**config.mk**
```make
export PLATFORM = sky130hd
export DESIGN_NAME = lsu_mem_ctrl
export DESIGN_NICKNAME = d
export VERILOG_FILES = /design/src/rtl/lsu_mem_ctrl_pkg.sv /design/src/rtl/lsu_load_align.sv /design/src/rtl/lsu_mem_ctrl.sv
export SDC_FILE = /design/constraint.sdc
export NUM_CORES = 1
export LEC_CHECK = 0
export ABC_AREA = 0
export BUFFER_PORTS_ARGS = -buffer_cell sky130_fd_sc_hd__buf_2
export CAP_MARGIN = 30
export CORE_ASPECT_RATIO = 0.6
export CORE_MARGIN = 3
export CORE_UTILIZATION = 32
export DETAILED_ROUTE_END_ITERATION = 10
export MAX_ROUTING_LAYER = met4
export PLACE_DENSITY = 0.6
export RECOVER_POWER = 25
export SLEW_MARGIN = 15
export SYNTH_ARGS = -nofsm -noshare
export SYNTH_HDL_FRONTEND = slang
export SYNTH_SLANG_ARGS = --single-unit
```
**constraint.sdc**
```tcl
create_clock -name clk -period 6.6 [get_ports clk]
set_clock_uncertainty 0.15 [all_clocks]
set_input_delay 1.65 -clock clk [delete_from_list [all_inputs] [get_ports clk]]
set_output_delay 1.65 -clock clk [all_outputs]
set_load 0.01 [all_outputs]
```
**src/rtl/lsu_mem_ctrl_pkg.sv**
```systemverilog
// Shared definitions for the load/store unit.
//   - MemOp (func3) encodings
//   - controller state enum
//   - request legality helpers
// Optional feature macro: LSU_MISALIGN_TRAP_EN (adds the misalignment check).
package lsu_mem_ctrl_pkg;

  localparam logic [2:0] MEMOP_B  = 3'b000;
  localparam logic [2:0] MEMOP_H  = 3'b001;
  localparam logic [2:0] MEMOP_W  = 3'b010;
  localparam logic [2:0] MEMOP_BU = 3'b100;
  localparam logic [2:0] MEMOP_HU = 3'b101;

  typedef enum logic [1:0] {
    IDLE = 2'd0,
    REQ  = 2'd1,
    WAIT = 2'd2,
    DONE = 2'd3
  } state_t;

  // Stores have no unsigned variants, so BU/HU are only legal for loads.
  function automatic logic memop_legal(input logic wr, input logic [2:0] memop);
    if (wr) return (memop inside {MEMOP_B, MEMOP_H, MEMOP_W});
    else    return (memop inside {MEMOP_B, MEMOP_H, MEMOP_W, MEMOP_BU, MEMOP_HU});
  endfunction

`ifdef LSU_MISALIGN_TRAP_EN
  // memop[1:0] encodes the access size: 00 byte, 01 half, 10 word.
  function automatic logic misaligned(input logic [2:0] memop, input logic [1:0] a);
    case (memop[1:0])
      2'b01:   return a[0];
      2'b10:   return (a != 2'b00);
      default: return 1'b0;
    endcase
  endfunction
`endif

endpackage

```
**src/rtl/lsu_load_align.sv**
```systemverilog
// Load data alignment and extension (combinational).
// Ports:
//   i_rdata  [31:0]  raw word from data memory
//   i_addr   [1:0]   low byte-address bits of the access
//   i_memop  [2:0]   MemOp (func3)
//   o_data   [31:0]  lane-selected, sign/zero-extended load result
// Halfword selection uses only addr[1]; word ignores the low bits entirely.
module lsu_load_align
  import lsu_mem_ctrl_pkg::*;
(
  input  logic [31:0] i_rdata,
  input  logic [1:0]  i_addr,
  input  logic [2:0]  i_memop,
  output logic [31:0] o_data
);

  logic [7:0]  w_byte;
  logic [15:0] w_half;
  logic        w_sign_en;

  assign w_byte    = i_rdata[{i_addr, 3'b000} +: 8];
  assign w_half    = i_addr[1] ? i_rdata[31:16] : i_rdata[15:0];
  // memop[2] set means unsigned (BU/HU)
  assign w_sign_en = ~i_memop[2];

  always_comb begin
    o_data = i_rdata;
    case (i_memop[1:0])
      2'b00:   o_data = {{24{w_sign_en & w_byte[7]}}, w_byte};
      2'b01:   o_data = {{16{w_sign_en & w_half[15]}}, w_half};
      default: o_data = i_rdata;
    endcase
  end

endmodule

```
**src/rtl/lsu_mem_ctrl.sv**
```systemverilog
// Multi-cycle load/store unit: takes one core request, issues one word-aligned
// bus transaction with byte strobes, returns extended load data or a store ack.
// Only DATA_W = 32 is supported.
// Optional feature macro: LSU_MISALIGN_TRAP_EN -- misaligned H/HU/W accesses
// are rejected with o_resp_err instead of being silently aligned.
// Ports:
//   clk, rst_n                     clock, async active-low reset
//   i_req_valid/o_req_ready        core request handshake
//   i_req_wr, i_req_memop          MemWr, MemOp (func3)
//   i_req_addr, i_req_wdata        byte address, right-aligned store data
//   o_resp_valid/i_resp_ready      core response handshake
//   o_resp_rdata, o_resp_err       load result (0 for stores/errors), error flag
//   o_mem_req_valid/i_mem_req_ready bus request handshake
//   o_mem_addr, o_mem_wen          word address, write enable
//   o_mem_wstrb, o_mem_wdata       byte strobes, lane-replicated store data
//   i_mem_rsp_valid, i_mem_rdata   one-cycle bus response, read word
//
// state | meaning
// IDLE  | ready for a request
// REQ   | bus request presented, waiting for i_mem_req_ready
// WAIT  | waiting for the bus response
// DONE  | response presented to the core
module lsu_mem_ctrl
  import lsu_mem_ctrl_pkg::*;
#(
  parameter int ADDR_W = 32,
  parameter int DATA_W = 32
) (
  input  logic              clk,
  input  logic              rst_n,
  input  logic              i_req_valid,
  output logic              o_req_ready,
  input  logic              i_req_wr,
  input  logic [2:0]        i_req_memop,
  input  logic [ADDR_W-1:0] i_req_addr,
  input  logic [DATA_W-1:0] i_req_wdata,
  output logic              o_resp_valid,
  input  logic              i_resp_ready,
  output logic [DATA_W-1:0] o_resp_rdata,
  output logic              o_resp_err,
  output logic              o_mem_req_valid,
  input  logic              i_mem_req_ready,
  output logic [ADDR_W-1:0] o_mem_addr,
  output logic              o_mem_wen,
  output logic [3:0]        o_mem_wstrb,
  output logic [DATA_W-1:0] o_mem_wdata,
  input  logic              i_mem_rsp_valid,
  input  logic [DATA_W-1:0] i_mem_rdata
);

  state_t            r_state;
  state_t            w_next;
  logic              r_wr;
  logic [2:0]        r_memop;
  logic [ADDR_W-1:0] r_addr;
  logic [DATA_W-1:0] r_wdata;
  logic [DATA_W-1:0] r_rdata;
  logic              r_err;
  logic              w_illegal;
  logic [DATA_W-1:0] w_load_data;

`ifdef LSU_MISALIGN_TRAP_EN
  assign w_illegal = !memop_legal(i_req_wr, i_req_memop) || misaligned(i_req_memop, i_req_addr[1:0]);
`else
  assign w_illegal = !memop_legal(i_req_wr, i_req_memop);
`endif

  // State register: reset forces IDLE at once, so o_mem_req_valid drops
  // asynchronously and a late bus response lands in IDLE where it is ignored.
  always_ff @(posedge clk or negedge rst_n) begin
    if (!rst_n) r_state <= IDLE;
    else        r_state <= w_next;
  end

  always_comb begin
    w_next = r_state;
    unique case (r_state)
      IDLE: if (i_req_valid)     w_next = w_illegal ? DONE : REQ;
      REQ:  if (i_mem_req_ready) w_next = WAIT;
      WAIT: if (i_mem_rsp_valid) w_next = DONE;
      DONE: if (i_resp_ready)    w_next = IDLE;
    endcase
  end

  always_comb begin
    o_req_ready     = (r_state == IDLE);
    o_mem_req_valid = (r_state == REQ);
    o_resp_valid    = (r_state == DONE);
  end

  always_ff @(posedge clk or negedge rst_n) begin
    if (!rst_n) begin
      r_wr    <= 1'b0;
      r_memop <= '0;
      r_addr  <= '0;
      r_wdata <= '0;
      r_rdata <= '0;
      r_err   <= 1'b0;
    end else if (r_state == IDLE && i_req_valid) begin
      r_wr    <= i_req_wr;
      r_memop <= i_req_memop;
      r_addr  <= i_req_addr;
      r_wdata <= i_req_wdata;
      r_rdata <= '0;
      r_err   <= w_illegal;
    end else if (r_state == WAIT && i_mem_rsp_valid) begin
      r_rdata <= r_wr ? '0 : w_load_data;
    end
  end

  lsu_load_align u_load_align (
    .i_rdata (i_mem_rdata),
    .i_addr  (r_addr[1:0]),
    .i_memop (r_memop),
    .o_data  (w_load_data)
  );

  assign o_mem_addr   = {r_addr[ADDR_W-1:2], 2'b00};
  assign o_mem_wen    = r_wr;
  assign o_resp_rdata = r_rdata;
  assign o_resp_err   = r_err;

  always_comb begin
    o_mem_wstrb = 4'b0000;
    o_mem_wdata = r_wdata;
    if (r_wr) begin
      case (r_memop[1:0])
        2'b00: begin
          o_mem_wstrb = 4'b0001 << r_addr[1:0];
          o_mem_wdata = {4{r_wdata[7:0]}};
        end
        2'b01: begin
          o_mem_wstrb = r_addr[1] ? 4'b1100 : 4'b0011;
          o_mem_wdata = {2{r_wdata[15:0]}};
        end
        default: o_mem_wstrb = 4'b1111;
      endcase
    end
  end

endmodule

```
; ---- Word level (Yosys, flattened, before mapping)
; Cells that the tools add are included.
; Widths: inputs -> output; s select.
[word_totals]
out_inout_bits = 105
input_bits = 106
elab_cells = 51
regBits = 103
[classes]
shifts = 2
mux = 17
eq_ne = 12
reduce_logical = 10
bitwise_logic = 3
[ops]
columns = cell, n
row1 = $mux 32, 4
row2 = $pmux 32 s2, 2
row3 = $shiftx 32x6->8, 1
row4 = $mux 16, 1
row5 = $mux 2, 5
row6 = $mux 4, 2
row7 = $pmux 2 s4, 1
row8 = $pmux 4 s2, 1
row9 = $eq 3x3->1 const B, 2
row10 = $reduce_bool 5->1, 1
row11 = $eq 2x1->1 const B, 2
row12 = $eq 2x2->1 const B, 2
row13 = $logic_not 2->1, 2
row14 = $ne 2x1->1 const B, 2
row15 = $ne 2x2->1 const B, 2
row16 = $reduce_and 4->1, 1
row17 = $shl 1x2->4 const A, 1
row18 = $eq 3x1->1 const B, 1
row19 = $eq 3x2->1 const B, 1
row20 = $logic_not 3->1, 1
row21 = $reduce_bool 3->1, 1
row22 = $and 1x1->1, 2
row23 = $logic_and 1x1->1, 2
row24 = $reduce_bool 2->1, 1
row25 = other kinds (3), 3

; ---- Depth between registers and ports, before layout
[logic_depth]
word_depth = 6
ltp_mapped = 9
mapped_depth_nobuf = 6

; ---- Hierarchy
; From an unflattened synthesis, not the netlist that was laid out.
[hier_totals]
cells_unflattened = 465
area_unflattened_um2 = 5375.2
[modules_own_cells]
columns = mod, cells_per_inst, seq_area_each_um2, area_per_inst_um2, instances
row1 = lsu_mem_ctrl, 343, 2577.5, 4680.7, 1
row2 = lsu_load_align, 122, 0.0, 694.4, 1

; ---- Worst setup path before layout
; Ideal clock, no wire load.
[synth_timing]
kind = register to output
from = register r_memop[1]
to = output port o_mem_wdata[20]
setup_slack_ps = 3241
n_path_buf = 3
arrival_ps = 1559
t_required_ps = 4800
path_stages_with_launch = 6
cell_sequence = dfrtp_1 > buf_2 > nand2b_1 > clkbuf_1 > clkbuf_1 > mux2_2
[synth_between]
elab_chain_len = 3
word_cells_on_any_way = 4
classes_between = eq/ne (1) / mux (2) / reduce/logical (1)
[synth_lines]
columns = item, line
row1 = from (decl), lsu_mem_ctrl.sv:54  ; logic [2:0] r_memop;
row2 = from (signal assigned), lsu_mem_ctrl.sv:101  ; r_memop <= i_req_memop;
row3 = $eq 2x1->1 / $logic_not 2->1 (equally long branches), lsu_mem_ctrl.sv:127  ; case (r_memop[1:0])
row4 = $pmux 32 s2 *, lsu_mem_ctrl.sv:127
row5 = $mux 32 *, lsu_mem_ctrl.sv:126  ; if (r_wr) begin
row6 = to (decl), lsu_mem_ctrl.sv:46  ; output logic [DATA_W-1:0] o_mem_wdata,
; Mark *: on every way between the ends. The rest lies on a longest branch, timed or not.

; ---- Worst setup path in the final report
[layout_timing]
from = register r_wr (netlist: o_mem_wen)
to = output port o_mem_wdata[13]
[layout_between]
elab_chain_len = 1
[layout_lines]
columns = item, line
row1 = from (decl), lsu_mem_ctrl.sv:53  ; logic r_wr;
row2 = from (signal assigned), lsu_mem_ctrl.sv:100  ; r_wr <= i_req_wr;
row3 = $mux 32, lsu_mem_ctrl.sv:126
; No other way between the ends.

==> flow_summary_export.csv <==
group,metric,value,unit
status,result_of_the_run,"finished with violations",
status,violations,"max-capacitance violations, max-slew violations",
worst_setup_path,timing.critical_path.slowest_stage_cell,"sky130_fd_sc_hd__nor3b_2",
pwr,powerDensity,510.5,nW/um^2
cells_and_area,drive_gt1_share,50.60,%
pwr,leakagePower,3.063,nW
die,die_y_extent,105.0,um
die,placeableCoreArea,15680,um^2
sta,total_of_endpoints_with_negative_setup_slack_in_the_final_report,0,
die,die-width,171.1,um
placed_design,routabilityCongestion,0.8301,
sta,unrepaired_setup_endpoints_after_global_routing,"false",
die,placement_rows,35,
grt,grt_first_pass_wirelength,22.18,mm
clock_tree,clock-sinks,103,
worst_setup_path,critPathArrivalTime,2.32,ns
logic_synthesis,synth_top_area_cell,"sky130_fd_sc_hd__dfrtp_1",
clock_tree,cts_hold_buffers,0,
die,start_util,33.37,%
sta,post-route-min-period,4.117,ns
clock_tree,clock_pin_slew_of_the_registers_on_the_worst_case_setup_and_hold_paths,0.07,ns
sta,timing_worst_slew_pin_value,2.266,ns
worst_setup_path,critPathKind,"reg2out",
clock_tree,clockRootBuffer,"sky130_fd_sc_hd__clkbuf_16",
drt,final_antenna_net_count,0,
worst_setup_path,crit_path_max_incr_delay,0.81,ns
grt,grt_antenna_before_repair,1,
clock_tree,clock_path_buffers,2,
logic_synthesis,synth_cell_type_count,36,
sta,final-hold-violation-count,0,
drt,drtPass1Iterations,4,
placed_design,dpl.hpwl,10.79,mm
sta,report.final.slew_viol_count,44,
worst_setup_path,r2r_setup_slack,3.63,ns
clock_tree,tritoncts,"built",
die,dieArea,17970,um^2
clock_tree,clk_latency,0.34,ns
clock_tree,htreeDepth,3,
logic_synthesis,synth_area_leaders,"sky130_fd_sc_hd__dfrtp_1, sky130_fd_sc_hd__mux2_2, sky130_fd_sc_hd__buf_4",
cells_and_area,area_growth,23.03,%
logic_synthesis,yosysSeqAreaShare,49.27,%
grt,grt_max_degree,69,
grt,track_usage,16.30,%
pwr,power.ir.vdd_worst,221.2,uV
logic_synthesis,synth-seq-cells,103,
drt,post_drt_via_cell_ratio,5.001,
clock_tree,cts-buffers-inserted,9,
clock_tree,post-cts-setup-buffer-count,0,
min_path,min_path_type,"reg2reg",
drt,routed_wire_length_per_instance,18.40,um
worst_setup_path,worst_setup_path_end_kind,"primary output",
worst_setup_path,timing.critical_path.from,"o_mem_wen",
sta,setup-tns-final,0,ns
cells_and_area,num-nets-final,694,
job,cap_violations,1,
pwr,report.power.total,3.285,mW
cells_and_area,layout.core_utilization,41.05,%
drt,vias,3956,
worst_setup_path,reg2regPathDepth,7,
logic_synthesis,yosysWarningCount,0,
grt,global_route.overflow_total,0,
drt,wl,14.56,mm
logic_synthesis,synth_area,5231,um^2
logic_synthesis,netlist_instances,427,
worst_setup_path,startpoint_type,"register",
logic_synthesis,post-synth-top-area-fraction,49.27,%
worst_setup_path,critical_path.endpoint,"o_mem_wdata[13]",
drt,first_iter_violations,225,
sta,layout_worst_path_cycle_share,62.38,%
grt,grt_pass1_vias,3965,
sta,worst_slew_margin_rel,-51.04,%
drt,drc,0,
worst_setup_path,crit_path_max_fanout,10,
cells_and_area,layout.cells.most_common,"sky130_fd_sc_hd__buf_2",
worst_setup_path,worst_r2r_startpoint,"r_state[1]",
sta,max_freq,242.9,MHz
sta,holdWs,0.3408,ns
die,top_level_ports,211,
placed_design,buffer_ports.inserted,208,
worst_setup_path,crit_path_cell_trace,"nor3b_2 > mux2_2 > buf_2",
worst_setup_path,worst_ep_required_time,4.80,ns
worst_setup_path,regToRegEndpoint,"o_resp_rdata[25]",
clock_tree,ctsResizeCount,0,
cells_and_area,fillerInstances,1542,
cells_and_area,layout.cells.most_common_list,"sky130_fd_sc_hd__buf_2, sky130_fd_sc_hd__dfrtp_1, sky130_fd_sc_hd__mux2_2",
logic_synthesis,syn_avg_cell_area,12.25,um^2
-- final cells by class --
class / instances / area, um^2 / share of cell area (%)
Clock buffer: 10 / 229.0 / 3.558
Clock inverter: 5 / 82.58 / 1.283
Sequential cell: 103 / 2577 / 40.05
Multi-Input combinational cell: 247 / 2188 / 34.00
Timing Repair Buffer: 215 / 1076 / 16.72
Tap cell: 203 / 254.0 / 3.946
Inverter: 7 / 26.28 / 0.4082
Antenna cell: 1 / 2.502 / 0.03888
-- where the power goes --
part	switching, mW	internal (mW)	total [mW]
logic	0.808	0.758	1.57
clock network	0.238	0.332	0.570
registers	0.217	0.932	1.15
total	1.26	2.02	3.29
-- sequential cells by signal, indices dropped and copies added, names as in the netlist --
register and cells:
o_mem_wen 1, o_resp_err 1, o_resp_rdata 32, r_addr 32, r_memop 3, r_state 2
r_wdata 32
-- per-stage QoR --
stage	area (um^2)	instances	setup WS, ns
2_1_floorplan	5235	428	3.241
3_3_place_gp	6130	773	2.477
3_5_place_dp	6130	773	2.365
4_1_cts	6441	788	1.986
5_1_grt	6436	791	2.065
6_report	6436	791	2.483
-- per-layer routing --
layer  vias up  share of wire, %  GRT usage (%)
met5         -                 0              -
li1       1822                 -              -
met2       180                41          22.29
met1      1942                48          23.58
met3        12                10          5.142
met4         0              0.82          3.444
-- logic make-up (layout without fill, tap and decap cells) --
family	after synthesis	in the layout	synth area share, %
AOI/OAI and AO/OA	65	65	10.55
and+or+nand+nor	70	70	7.534
DFF	103	103	49.27
buffers and inverters	78	237	8.993
muxes	105	105	22.39
adders and majority gates	5	5	1.196
other	1	3	0.07168
-- cell usage after synthesis, drive strengths merged --
| master | n |
|---|---|
| clkbuf | 22 |
| a22o | 14 |
| conb | 1 |
| dfrtp | 103 |
| o21ai | 9 |
| nor3b | 2 |
| a32o | 1 |
| a2111oi | 1 |
| nand3b | 9 |
| mux4 | 1 |
| o21a | 3 |
| o22ai | 9 |
| mux2 | 86 |
| a221o | 17 |
| inv | 7 |
| nand4 | 7 |
| and2 | 2 |
| or3 | 1 |
| nand2b | 12 |
| nand3 | 7 |
| nand2 | 18 |
| buf | 49 |
| a221oi | 8 |
| ha | 5 |
| mux2i | 18 |
| nor2 | 5 |
| nor3 | 3 |
| nor2b | 4 |
| a21oi | 3 |
-- worst min path at each step --
| stage | from | end | slack (ns) | cells after the start |
|---|---|---|---|---|
| 6_report | o_resp_rdata[7] | o_resp_rdata[7] | 0.34 | 2 |
| 5_1_grt | o_resp_rdata[7] | o_resp_rdata[7] | 0.37 | 2 |
| 4_1_cts | o_resp_rdata[7] | o_resp_rdata[7] | 0.34 | 2 |
| 3_5_place_dp | o_resp_rdata[7] | o_resp_rdata[7] | 0.33 | 2 |
| 3_3_place_gp | o_resp_rdata[7] | o_resp_rdata[7] | 0.32 | 2 |
| 2_1_floorplan | r_wdata[16] | r_wdata[16] | 0.32 | 1 |
-- critical path, delay by kind of cell (launching register included) --
kind                   cells  cell delay (ns)
muxes                      1             0.41
buffers and inverters      1             0.14
and+or+nand+nor            1             0.81
DFF                        1             0.62
No activity file was read; power rests on OpenSTA's default activity.
